[config.mk]
export PLATFORM = sky130hd
export DESIGN_NAME = wb_arb2
export DESIGN_NICKNAME = d
export VERILOG_FILES = /design/src/rtl/wb_arb2.sv
export SDC_FILE = /design/constraint.sdc
export NUM_CORES = 1
export LEC_CHECK = 0
export CORE_AREA = 5 5 120 122
export DETAILED_ROUTE_END_ITERATION = 10
export DIE_AREA = 0 0 125 127
export DONT_BUFFER_PORTS = 1
export PLACE_DENSITY = 0.34
export SYNTH_ARGS = -nofsm -noshare
export SYNTH_HDL_FRONTEND = slang
export SYNTH_SLANG_ARGS = --single-unit
[constraint.sdc]
create_clock -name wb_clk_i -period 1.8 [get_ports wb_clk_i]
set_input_delay 0.45 -clock wb_clk_i [delete_from_list [all_inputs] [get_ports wb_clk_i]]
set_output_delay 0.45 -clock wb_clk_i [all_outputs]
set_load 0.005 [all_outputs]
[src/rtl/wb_arb2.sv]
// Two-master, one-slave Wishbone arbiter: round-robin grant held for the whole
// cyc tenure, combinational muxing from a registered owner, and an ack watchdog.
module wb_arb2 #(
    parameter int AW      = 32,
    parameter int DW      = 32,
    parameter int TIMEOUT = 255
) (
    input  logic            wb_clk_i,
    input  logic            wb_rst_i,
    // master 0 (data port)
    input  logic            m0_cyc_i,
    input  logic            m0_stb_i,
    input  logic            m0_we_i,
    input  logic [AW-1:0]   m0_adr_i,
    input  logic [DW-1:0]   m0_dat_i,
    input  logic [DW/8-1:0] m0_sel_i,
    output logic [DW-1:0]   m0_dat_o,
    output logic            m0_ack_o,
    output logic            m0_err_o,
    // master 1 (instruction port)
    input  logic            m1_cyc_i,
    input  logic            m1_stb_i,
    input  logic            m1_we_i,
    input  logic [AW-1:0]   m1_adr_i,
    input  logic [DW-1:0]   m1_dat_i,
    input  logic [DW/8-1:0] m1_sel_i,
    output logic [DW-1:0]   m1_dat_o,
    output logic            m1_ack_o,
    output logic            m1_err_o,
    // slave
    output logic            s_cyc_o,
    output logic            s_stb_o,
    output logic            s_we_o,
    output logic [AW-1:0]   s_adr_o,
    output logic [DW-1:0]   s_dat_o,
    output logic [DW/8-1:0] s_sel_o,
    input  logic [DW-1:0]   s_dat_i,
    input  logic            s_ack_i,
    output logic [1:0]      gnt_o
);

    localparam logic [0:0] ST_IDLE = 1'b0;
    localparam logic [0:0] ST_BUSY = 1'b1;

    logic [0:0] state_q, state_d;
    logic       owner_q, owner_d;
    logic       last_q,  last_d;
    logic [1:0] gnt_q,   gnt_d;

    // Master inputs gathered into arrays so the owner mux is a simple index.
    logic [1:0]      m_cyc;
    logic [1:0]      m_stb;
    logic [1:0]      m_we;
    logic [AW-1:0]   m_adr [2];
    logic [DW-1:0]   m_dat [2];
    logic [DW/8-1:0] m_sel [2];
    logic [DW-1:0]   m_dat_out [2];
    logic [1:0]      m_ack_out;
    logic [1:0]      m_err_out;

    logic busy;
    logic own_cyc;
    logic wd_err;

    assign m_cyc    = {m1_cyc_i, m0_cyc_i};
    assign m_stb    = {m1_stb_i, m0_stb_i};
    assign m_we     = {m1_we_i,  m0_we_i};
    assign m_adr[0] = m0_adr_i;
    assign m_adr[1] = m1_adr_i;
    assign m_dat[0] = m0_dat_i;
    assign m_dat[1] = m1_dat_i;
    assign m_sel[0] = m0_sel_i;
    assign m_sel[1] = m1_sel_i;

    assign busy    = (state_q == ST_BUSY);
    assign own_cyc = m_cyc[owner_q];

    always_comb begin
        state_d = state_q;
        owner_d = owner_q;
        last_d  = last_q;
        case (state_q)
            ST_IDLE: begin
                if (m0_cyc_i || m1_cyc_i) begin
                    state_d = ST_BUSY;
                    // On a tie the master that was not served last wins.
                    owner_d = (m0_cyc_i && m1_cyc_i) ? ~last_q : m1_cyc_i;
                end
            end
            ST_BUSY: begin
                if (!own_cyc) begin
                    state_d = ST_IDLE;
                    last_d  = owner_q;
                end
            end
            default: state_d = ST_IDLE;
        endcase
        gnt_d = (state_d == ST_BUSY) ? (owner_d ? 2'b10 : 2'b01) : 2'b00;
    end

    always_ff @(posedge wb_clk_i) begin
        if (wb_rst_i) begin
            state_q <= ST_IDLE;
            owner_q <= 1'b0;
            last_q  <= 1'b1;
            gnt_q   <= 2'b00;
        end else begin
            state_q <= state_d;
            owner_q <= owner_d;
            last_q  <= last_d;
            gnt_q   <= gnt_d;
        end
    end

    assign gnt_o   = gnt_q;
    assign s_cyc_o = busy & own_cyc;
    assign s_stb_o = busy & own_cyc & m_stb[owner_q];
    assign s_we_o  = busy & m_we[owner_q];
    assign s_adr_o = busy ? m_adr[owner_q] : '0;
    assign s_dat_o = busy ? m_dat[owner_q] : '0;
    assign s_sel_o = busy ? m_sel[owner_q] : '0;

    genvar gi;
    generate
        for (gi = 0; gi < 2; gi++) begin : g_mst
            logic is_owner;
            assign is_owner      = busy && (owner_q == 1'(gi));
            assign m_dat_out[gi] = is_owner ? s_dat_i : '0;
            assign m_ack_out[gi] = is_owner & s_ack_i;
            assign m_err_out[gi] = is_owner & wd_err;
        end
    endgenerate

    assign m0_dat_o = m_dat_out[0];
    assign m1_dat_o = m_dat_out[1];
    assign m0_ack_o = m_ack_out[0];
    assign m1_ack_o = m_ack_out[1];
    assign m0_err_o = m_err_out[0];
    assign m1_err_o = m_err_out[1];

    generate
        if (TIMEOUT > 0) begin : g_wd
            localparam int CW = $clog2(TIMEOUT + 1);
            localparam logic [CW-1:0] CNT_MAX = CW'(TIMEOUT);

            logic [CW-1:0] cnt_q, cnt_d;

            // Ack in the timeout cycle takes precedence over the forced err.
            assign wd_err = s_stb_o & ~s_ack_i & (cnt_q == CNT_MAX);

            always_comb begin
                cnt_d = cnt_q;
                if (!s_stb_o || s_ack_i || wd_err) begin
                    cnt_d = '0;
                end else if (cnt_q != CNT_MAX) begin
                    cnt_d = cnt_q + 1'b1;
                end
            end

            always_ff @(posedge wb_clk_i) begin
                if (wb_rst_i) begin
                    cnt_q <= '0;
                end else begin
                    cnt_q <= cnt_d;
                end
            end
        end else begin : g_no_wd
            assign wd_err = 1'b0;
        end
    endgenerate

endmodule

==> results summary, run 1 <==
The run finished, with violations left. The checks that failed: negative setup slack. Data arrives at the worst endpoint at 1410 ps. The number of antenna violations at the first check in global routing came out at 0.

The number of flops mapped to enable cells by yosys came out at 0. Routability-driven placement finished with a final weighted congestion of 0.749. The top fanout value on the critical path is 61. The count of nets after finishing is 465. The global-route wire length before repair is 12.7 mm. On the critical path the largest part of the delay comes from flip-flops. The average size of a mapped cell came out at 7.60 sq um. The maximum clock frequency is 537 MHz. The synthesized design contains 13 register bits. The area of the die came out at 15900 sq um.

In this run the top signal layer used is met4. Leaving out fill and tap cells, the most frequent cell in the layout is sky130_fd_sc_hd__nor2b_1. The clock transition at the registers of the reported paths came out at 40 ps. The final count of hold timing violations is 0.

Traced cell by cell, the critical path runs through buf_16 > mux2i_2 > nor2b_1. The overall die width is 125 um. The total grt overflow came out at 0.

The async set or reset register ratio after synthesis came out at 0. The initial utilization of the core area, before any placement, comes to 0.171. The post-place setup slack is -117 ps. The slowest stage of the critical path belongs to the cell sky130_fd_sc_hd__dfxtp_4. The number of fill cells came out at 1442.

The TritonCTS clock tree is yes. The final layout contains routed wiring with a total length of 8.70 mm. Max-cap violations in this run came to 0. The final critical delay including setup and external delays came out at 1860 ps. VDD sags by at most 0.305 mV.

The final max-slew violation count came out at 0. The path class of the tightest hold or removal check is input port to register. In this run the tightest slew margin relative to its limit is 0.614. The routed length on met2 came out at 4.72 mm. The largest stage delay on the critical path is 420 ps. After synthesis, the netlist uses 35 different library cells. In this run, post-CTS hold repair placed 0 buffers. The placed wire-length estimate after detailed placement came out at 7.07 mm. The post-synthesis instance total came out at 295. The combined global-route utilization of all metal layers came out at 0.0925. Of the cells placed in the final design, the portion with a size suffix greater than 1 is 0.112. The power density of the placed cells is 466 nW/um^2. The wire length on met1 came out at 3.14 mm. Entering global routing, the biggest net connects 62 pins. The via count of the routed design came out at 2168.

The synthesis-to-finish area growth came out at 17.5%. Setup violations remaining at the end of the flow were counted as 26. The via count of the first global-routing pass is 2261. The longest clock path from root to sink contains 2 buffers. The total number of placement rows came out at 42. Setup repair after global routing could not meet its margin everywhere. In this run the count of I/O pins placed on the die edge is 318. The number of buffers and inverters on the critical path is 1. The overall power of the completed layout is 1.23 mW. The number of antenna cells inserted is 0.

The clock latency of the later-clocked register in the worst-skew pair is 240 ps. The number of clock sinks is 13. The pin slew with the least headroom to its limit is 564 ps. The mean number of vias per cell is 4.69. The per-cell routed wire length is 18.8 um. For this run, design rule violations remaining after detail routing come to 0.

The startpoint class of the critical path is a register. The category of the critical setup timing path is register to primary output. The number of nets in the synthesized netlist is 473. The vertical die dimension is 127 um. The number of CTS-inserted buffers came out at 3.

The number of routed nets with antenna violations came out at 0. The final clock period utilization by the worst path is 1.04. The leakage component of the power is 0.975 nW.

Before antenna repair, the detailed router went through 4 iterations. The multi-input logic area came out at 1910 sq um. The count of H-tree levels built during CTS is 1. The data required time of the critical path is 1350 ps. The worst-case setup margin in the final layout came out at -63.1 ps. In this run the clock root is driven by a sky130_fd_sc_hd__clkbuf_16. The worst setup path is captured at a primary output. For this run, the leading register cell type out of synthesis is sky130_fd_sc_hd__dfxtp_1. The number of DRC markers after the initial detailed-route iteration came out at 53. The library cells used most frequently in the layout, excluding fill and tap cells, are 70 x sky130_fd_sc_hd__nor2b_1, 65 x sky130_fd_sc_hd__mux2i_1, 34 x sky130_fd_sc_hd__and3_1. The floorplan step defined a core boundary enclosing 13100 sq um. The wire length on met3 is 817 um. The area taken by flip-flops and latches is 265 sq um. The clock arrives with 3.57 ps of skew.

The count of port buffers added during placement came out at 0. The proportion of synthesized chip area in sequential cells came out at 0.116. After synthesis the cells add up to 2240 sq um. The number of synthesis warnings is 0.
flip-flops by register name (all words and copies together) (netlist names):
register,flops
g_wd.cnt_q,8
owner_q,1
gnt_o,2
busy,1
last_q,1
area by class of cell:
class                           instances  share of cell area
Multi-Input combinational cell        253               0.726
Sequential cell                        13               0.101
Tap cell                              176              0.0836
Timing Repair Buffer                   13              0.0551
Clock buffer                            3              0.0285
Inverter                                3             0.00428
Clock inverter                          1             0.00190
cell usage after synthesis, types with 2 or more instances:
library cell / n / area share
sky130_fd_sc_hd__nand4_1: 2 / 0.0056
sky130_fd_sc_hd__a211o_1: 2 / 0.0078
sky130_fd_sc_hd__nor3b_1: 2 / 0.0067
sky130_fd_sc_hd__mux2i_1: 70 / 0.31
sky130_fd_sc_hd__nor3_1: 4 / 0.0089
sky130_fd_sc_hd__nand2_1: 2 / 0.0033
sky130_fd_sc_hd__nor2_1: 2 / 0.0033
sky130_fd_sc_hd__nand3_1: 4 / 0.0089
sky130_fd_sc_hd__clkbuf_1: 19 / 0.032
sky130_fd_sc_hd__and3_1: 34 / 0.095
sky130_fd_sc_hd__nor2b_1: 71 / 0.20
sky130_fd_sc_hd__xor2_1: 2 / 0.0078
sky130_fd_sc_hd__a21oi_1: 5 / 0.011
sky130_fd_sc_hd__o21ai_0: 3 / 0.0067
sky130_fd_sc_hd__dfxtp_1: 13 / 0.12
sky130_fd_sc_hd__inv_1: 3 / 0.0050
sky130_fd_sc_hd__buf_2: 7 / 0.016
sky130_fd_sc_hd__and2_1: 33 / 0.092
worst paths after layout:
check	endpoint	depth (start not counted)	slack, ps	start
setup / recovery	s_adr_o[29]	3	-60	owner_q
hold / removal	owner_q	1	280	wb_rst_i
hold reg to reg	g_wd.cnt_q[0]	1	480	g_wd.cnt_q[0]
setup reg to reg	g_wd.cnt_q[2]	5	170	owner_q
power by group:
part           internal [mW]  switching [mW]  leakage, nW
combinational          0.232           0.266        0.828
sequential             0.299          0.0138        0.107
clock                  0.295           0.120       0.0409
worst reg2reg max path: stages (launching register included):
cell and delay (ps):
sky130_fd_sc_hd__dfxtp_4 380, sky130_fd_sc_hd__buf_6 150, sky130_fd_sc_hd__nand4b_1 210, sky130_fd_sc_hd__buf_4 170
sky130_fd_sc_hd__a211o_1 420, sky130_fd_sc_hd__nor3_1 210
logic make-up after synthesis:
logic type | count (synthesis) | share of synthesized area
AO/OA/AOI/OAI | 16 | 0.0491
XOR/XNOR | 3 | 0.0117
adder cells (fa/ha/maj) | 1 | 0.00558
buffers and inverters | 30 | 0.0558
flip-flops | 13 | 0.116
multiplexers | 70 | 0.312
AND/OR/NAND/NOR | 162 | 0.449
per-layer routing:
layer	global-route usage	vias to the layer above
met2	0.171	162
met1	0.109	1002
met5	0	-
li1	-	1002
met3	0.0271	2
met4	0.0108	0
stage by stage:
step	utilization	std cells	setup TNS [ps]	cell area, sq um	hold WS [ps]
3_5_place_dp	0.189	456	-2170	2470	482
4_1_cts	0.199	461	-65.7	2600	274
5_1_grt	0.201	462	-4890	2630	268
3_3_place_gp	0.189	456	-48.1	2470	474
2_1_floorplan	-	295	0	2240	458
6_report	0.201	462	-452	2630	275
what timing repair did:
action,in CTS,in global routing
gates resized for setup,8,7
buffers inserted,1,0
gates cloned,0,1
setup endpoints to repair,38,126
pin swaps,4,0
hold endpoints to repair,0,0
Note: power is estimated with default switching activity, not from simulation.
==> run 2, diff against run 1 <==
- PLACE_DENSITY: 0.34 -> 0.35
==> run 2 against run 1 <==
  * The flow now finishes without violations
  * Power up 2.4%
  * Register-to-register slack gained 90 ps
  * Hold slack got worse by 5.9 ps
  * Critical path type unchanged
  * Largest cell class unchanged
  * Largest power group unchanged
==> results summary, run 2 (same netlist as run 1, synthesis figures left out) <==
The run finished with clean final reports. The power share of the sequential group came to 0.250 (-0.005). The via count of the first global-routing pass came out at 2239 (-0.97%). The path class of the lowest-slack min-delay path is input port to register. The overall die width came out at 125 um (unchanged).

The final worst hold slack is 269 ps (-5.92 ps). The global-route wire length before repair came out at 12.6 mm (-0.60%). The pin slew with the least headroom to its limit was 354 ps (-210 ps). The largest net degree at the start of global routing was 111 (+79%). The number of buffers inserted by hold repair at cts is 0 (unchanged). The total number of placement rows came out at 42 (unchanged). The maximum clock frequency came out at 563 MHz (+4.8%). The final estimated routing congestion in global placement is 0.727 (-2.9%). The clock transition at the registers of the reported paths came out at 40 ps (about the same). The routed length on met2 came out at 4.87 mm (+3.1%). The critical path goes through buf_6 > nand4b_1 > a21oi_2 > and4_1. The final critical delay including setup and external delays is 1780 ps (-85.4 ps). In the layout the commonest cells are 70 x sky130_fd_sc_hd__mux2i_1, 70 x sky130_fd_sc_hd__nor2b_1, 34 x sky130_fd_sc_hd__and3_1. The vertical die dimension was 127 um (unchanged). The number of CTS-inserted buffers came out at 3 (unchanged). From synthesis to final layout, the design area changed by 19.9%. The number of antenna cells inserted came out at 0 (unchanged). The area of the die came out at 15900 sq um (unchanged).

The relative contribution of combinational cells to total power came out at 0.423 (+0.016). Setup repair after global routing could not meet its margin everywhere. The switching part of the total came to 0.322 (-0.00444).

The number of routed nets with antenna violations came out at 0 (unchanged). The highest ir drop seen on vdd came to 0.315 mV (+3.3%). The largest delay contributor family on the critical path is simple AND/OR/NAND/NOR gates. The highest layer touched by signal routing is met4.

The TritonCTS clock tree is yes. The cell area reported after detailed placement came to 2450 sq um (-1.0%). The boundary pin count was 318 (unchanged). The proportion of power drawn by the clock network is 0.328 (-0.010). The per-cell routed wire length came out at 19.9 um (+5.9%).

The library cell contributing the largest single delay on the critical path is sky130_fd_sc_hd__dfxtp_4. The area of all placed cells without fillers was 2690 sq um (+2.1%). The critical path arrival came out at 1330 ps (-80 ps).

The wire length on met1 is 3.47 mm (+11%). The total grt overflow came to 0 (unchanged). The number of flip-flops in the largest register is 8 (unchanged). The critical path is of the register to primary output type. Clock tree synthesis selected as its root buffer the cell sky130_fd_sc_hd__clkbuf_16. The net switching power came out at 0.404 mW (+1.0%). The count of max-cap constraint violations is 0 (unchanged). The final clock period utilization by the worst path is 0.988 (-0.0474). The data required time of the critical path came to 1350 ps (about the same).

The via count of the routed design came out at 2174 (+0.28%). The placed wire-length estimate after detailed placement is 7.06 mm (-0.14%). The number of clock sinks is 13 (unchanged). The largest stage delay on the critical path is 360 ps (-60 ps). The wire length on met3 came out at 881 um (+7.8%). The number of antenna violations at the first check in global routing is 0 (unchanged). The number of DRC violations after detailed routing came to 0 (unchanged). The final count of hold timing violations came out at 0 (unchanged). The largest register by flop count is g_wd.cnt_q. The number of fill cells came out at 1449 (+0.49%). The mean number of vias per cell is 4.69 (-0.16%). The leakage component of the power is 0.994 nW (+1.9%).

The count of cells along the worst hold path came to 1 (unchanged). The number of cell instances on the worst register-to-register path is 4 (-1). The number of placed instances with taps included came out at 451 (-1.1%). The fraction of final layout cells sized beyond drive strength 1 was 0.108 (-0.00425). The worst setup path is captured at a primary output. The buffer and inverter count on the worst path is 1 (unchanged). The starting density of the core is 0.171 (unchanged).

The total iterations of the first detailed-routing run came to 5 (+1). The core box area came to 13100 sq um (unchanged). The count of H-tree levels built during CTS is 1 (unchanged). The summed negative setup slack over all endpoints came out at 0 ps (+452 ps). The top fanout value on the critical path was 5 (-92%). The internal portion of total power was 0.852 mW (+3.1%). The count of nets after finishing is 467 (+0.43%). The final max-slew violation count came to 0 (unchanged). The maximum buffer depth of the clock tree came out at 2 (unchanged). The relative slew slack is 0.758 (+0.143). The overall power of the completed layout was 1.26 mW (+2.4%). The combined global-route utilization of all metal layers was 0.0934 (+0.000894). The number of failing setup endpoints in the final timing report is 0 (-100%). The aggregate routed wire length came out at 9.26 mm (+6.4%).

The number of cells in the finished layout apart from fillers is 464 (+0.43%). The cell count along the critical path is 4 (+1). The count of port buffers added during placement came out at 0 (unchanged). The clock latency of the later-clocked register in the worst-skew pair came out at 240 ps (about the same). The number of DRC markers after the initial detailed-route iteration is 82 (+55%).

The startpoint class of the critical path is a register. The final clock skew came out at 2.90 ps (-0.673 ps). The power density of the placed cells came out at 467 nW/um^2 (+0.31%).
-- run 2: cell count changes in the layout (fill, tap and decap cells not counted), moves of 2 or more --
| cell | previous run | this run |
|---|---|---|
| sky130_fd_sc_hd__clkbuf_16 | 3 | 5 |
| sky130_fd_sc_hd__dfxtp_1 | 11 | 9 |
| sky130_fd_sc_hd__dfxtp_2 | 1 | 3 |
| sky130_fd_sc_hd__mux2i_1 | 65 | 70 |
| sky130_fd_sc_hd__mux2i_2 | 4 | 0 |
-- run 2: worst paths after layout --
check	startpoint	end	slack, ps
setup / recovery	owner_q	m1_err_o	20
hold / removal	wb_rst_i	owner_q	270
setup reg to reg	owner_q	g_wd.cnt_q[1]	260
hold reg to reg	g_wd.cnt_q[0]	g_wd.cnt_q[0]	470
-- run 2: what timing repair did --
action | CTS | global route
buffers inserted | 0 | 6
endpoints found under the hold margin | 0 | 0
pin swaps | 1 | 3
gates cloned | 0 | 3
endpoints found under the setup margin | 19 | 103
resized for setup | 5 | 10
-- run 2: power groups by stage --
stage / sequential, mW / combinational, mW / clock [mW]
after CTS: 0.315 / 0.482 / 0.419
after global placement: 0.319 / 0.473 / 0
after floorplan: 0.310 / 0.399 / 0
after detailed placement: 0.320 / 0.478 / 0
final: 0.314 / 0.531 / 0.411
after global routing: 0.315 / 0.590 / 0.441
-- run 2: cell type report --
class | instances | area (sq um) | area share
well taps | 176 | 220 | 0.0819
multi-input cells | 252 | 1880 | 0.700
inverters | 3 | 11.3 | 0.00419
flip-flops and latches | 13 | 268 | 0.0996
clock buffers | 4 | 78.8 | 0.0293
repair buffers | 16 | 228 | 0.0847
-- run 2: worst register-to-register path: stages (launching register included) --
cell	delay, ps
sky130_fd_sc_hd__dfxtp_4	360
sky130_fd_sc_hd__buf_6	130
sky130_fd_sc_hd__nand4b_1	220
sky130_fd_sc_hd__a211o_1	470
sky130_fd_sc_hd__nor3b_1	260
-- run 2: layer usage --
layer,vias up,track usage
li1,1003,-
met1,999,0.111
met2,170,0.165
met3,2,0.0363
met4,0,0.0115
met5,-,0
-- run 2: through the flow --
stage	utilization	setup slack (ps)
floorplan	-	96.9
global placement	0.187	216
detailed placement	0.187	181
CTS	0.194	1.93
global route	0.205	-48.6
finish	0.205	22.3
==> run 3, diff against run 2 <==
- CTS_BUF_LIST: default -> sky130_fd_sc_hd__clkbuf_16
==> run 3 against run 2 <==
  * Design area stayed put
  * Hold slack about the same
  * Count of clock-buffer cells in the layout fell by 1
  * Sequential power hardly changed
  * Combinational power is essentially flat
  * Maximum frequency about the same
  * Highest routed layer unchanged
  * Final cell count unchanged
  * First-iteration DRC count is the same
==> results summary, run 3 (same netlist as run 1, synthesis figures left out) <==
The clock latency of the later-clocked register in the worst-skew pair is 240 ps (about the same). Setup repair after global routing could not meet its margin everywhere. The synthesis-to-finish area growth is 19.9% (unchanged). The count of port buffers added during placement came out at 0 (unchanged). The final critical delay including setup and external delays came out at 1780 ps (+0.0191 ps). The via count of the routed design came to 2174 (unchanged). The combined global-route utilization of all metal layers came out at 0.0934 (unchanged).

The largest register by flop count is g_wd.cnt_q. The final estimated routing congestion in global placement came out at 0.727 (unchanged). The wire length on met1 came out at 3.47 mm (about the same).

The number of cells in the finished layout apart from fillers came out at 464 (unchanged). In the layout the commonest cells are 70 x sky130_fd_sc_hd__mux2i_1, 70 x sky130_fd_sc_hd__nor2b_1, 34 x sky130_fd_sc_hd__and3_1. The count of nets after finishing came out at 467 (unchanged). The final max-slew violation count is 0 (unchanged).

The aggregate routed wire length came out at 9.25 mm (about the same). The cell count along the critical path is 4 (unchanged). The via count of the first global-routing pass came out at 2239 (unchanged).

The number of antenna violations at the first check in global routing was 0 (unchanged). The final clock period utilization by the worst path was 0.988 (about the same). The final clock skew was 2.99 ps (+0.0900 ps). The number of cell instances on the worst register-to-register path came out at 4 (unchanged). The area of all placed cells without fillers is 2690 sq um (unchanged). The number of DRC violations after detailed routing is 0 (unchanged). The count of H-tree levels built during CTS is 1 (unchanged). The wire length on met3 came to 888 um (+0.79%).

The largest stage delay on the critical path was 360 ps (about the same). In this design, the largest share of critical-path delay is due to simple AND/OR/NAND/NOR gates. The total grt overflow came out at 0 (unchanged). The setup path with the least slack is of type register to primary output.

The library cell contributing the largest single delay on the critical path is sky130_fd_sc_hd__dfxtp_4. The number of DRC markers after the initial detailed-route iteration is 82 (unchanged). The total number of placement rows was 42 (unchanged).

The highest ir drop seen on vdd is 0.315 mV (about the same). The global-route wire length before repair is 12.6 mm (unchanged). The overall die width is 125 um (unchanged). The area of the die was 15900 sq um (unchanged). The number of routed nets with antenna violations came out at 0 (unchanged). The routed length on met2 is 4.86 mm (-0.16%). The count of max-cap constraint violations is 0 (unchanged). The mean number of vias per cell is 4.69 (unchanged). The top fanout value on the critical path is 5 (unchanged). The number of failing setup endpoints in the final timing report is 0 (unchanged). The buffer and inverter count on the worst path is 1 (unchanged).

The number of CTS-inserted buffers is 3 (unchanged). The relative slew slack is 0.758 (unchanged). The clock transition at the registers of the reported paths is 40 ps (about the same). The starting density of the core came out at 0.171 (unchanged). The core box area is 13100 sq um (unchanged). The overall power of the completed layout is 1.25 mW (-0.45%). The final count of hold timing violations was 0 (unchanged). The total iterations of the first detailed-routing run came out at 5 (unchanged). The data required time of the critical path came out at 1350 ps (about the same). The TritonCTS clock tree is yes. The worst-case setup margin in the final layout came out at 22.3 ps (-0.0191 ps). The number of flip-flops in the largest register is 8 (unchanged). The number of antenna cells inserted came out at 0 (unchanged). The maximum clock frequency came out at 563 MHz (about the same). The number of buffers inserted by hold repair at cts is 0 (unchanged).

The largest net degree at the start of global routing is 111 (unchanged). The number of clock sinks came out at 13 (unchanged). The power density of the placed cells came out at 465 nW/um^2 (-0.45%). Walking the worst path, the cells encountered are buf_6 > nand4b_1 > a21oi_2 > and4_1.

The fraction of final layout cells sized beyond drive strength 1 came out at 0.108 (unchanged). The per-cell routed wire length is 19.9 um (about the same). The critical path arrival came to 1330 ps (about the same). The placed wire-length estimate after detailed placement came out at 7.06 mm (unchanged). The maximum buffer depth of the clock tree is 2 (unchanged). The post-place setup slack is 181 ps (unchanged). The boundary pin count came to 318 (unchanged).

The number of placed instances with taps included was 451 (unchanged). The flow ran to the end, and the final reports show no timing, DRC or antenna violations. The vertical die dimension came out at 127 um (unchanged). The count of cells along the worst hold path came to 1 (unchanged). The cell area reported after detailed placement came to 2450 sq um (unchanged). The tightest min-delay check is of the input port to register type.

The pin slew with the least headroom to its limit came out at 354 ps (unchanged). The worst setup path is captured at a primary output. After detailed routing, no signal wire sits above met4. The worst setup path is launched from a register. CTS placed an instance of sky130_fd_sc_hd__clkbuf_16 at the clock tree root.

The leakage component of the power was 0.998 nW (+0.42%).
run 3: worst paths after layout:
check,start,end,slack [ps]
setup / recovery,owner_q,m1_err_o,20
hold / removal,wb_rst_i,owner_q,270
setup reg to reg,owner_q,g_wd.cnt_q[1],260
hold reg to reg,g_wd.cnt_q[0],g_wd.cnt_q[0],470
run 3: area by class of cell:
cell class / count / area (sq um)
Clock buffer: 3 / 75.1
Sequential cell: 13 / 268
Fill cell: 1449 / 10400
Tap cell: 176 / 220
Multi-Input combinational cell: 252 / 1880
Clock inverter: 1 / 3.75
Inverter: 3 / 11.3
Timing Repair Buffer: 16 / 228
run 3: metrics by stage:
stage	util	TNS, ps	hold WS [ps]
2_1_floorplan	-	0	458
3_5_place_dp	0.187	0	483
6_report	0.205	0	269
4_1_cts	0.194	0	265
3_3_place_gp	0.187	0	464
5_1_grt	0.205	-105	266
run 3: timing repair:
item	4_1_cts	5_1_grt
gates resized for setup	5	10
setup buffers	0	6
endpoints found under the setup margin	19	103
cloned	0	3
pin swaps	1	3
run 3: worst reg2reg max path: cells and delay by family, from the launching register on:
family / cells / cell delay [ps]
AO/OA/AOI/OAI: 1 / 470
buffers and inverters: 1 / 130
AND/OR/NAND/NOR: 2 / 480
flip-flops: 1 / 360
run 3: power breakdown:
part | internal [mW] | switching [mW]
Clock | 0.292 | 0.114
Sequential | 0.299 | 0.0146
Combinational | 0.255 | 0.276
run 3: layer usage:
layer,global-route usage,up-vias
met2,0.165,172
met5,0,-
met4,0.0115,0
met1,0.111,997
met3,0.0363,2
li1,-,1003
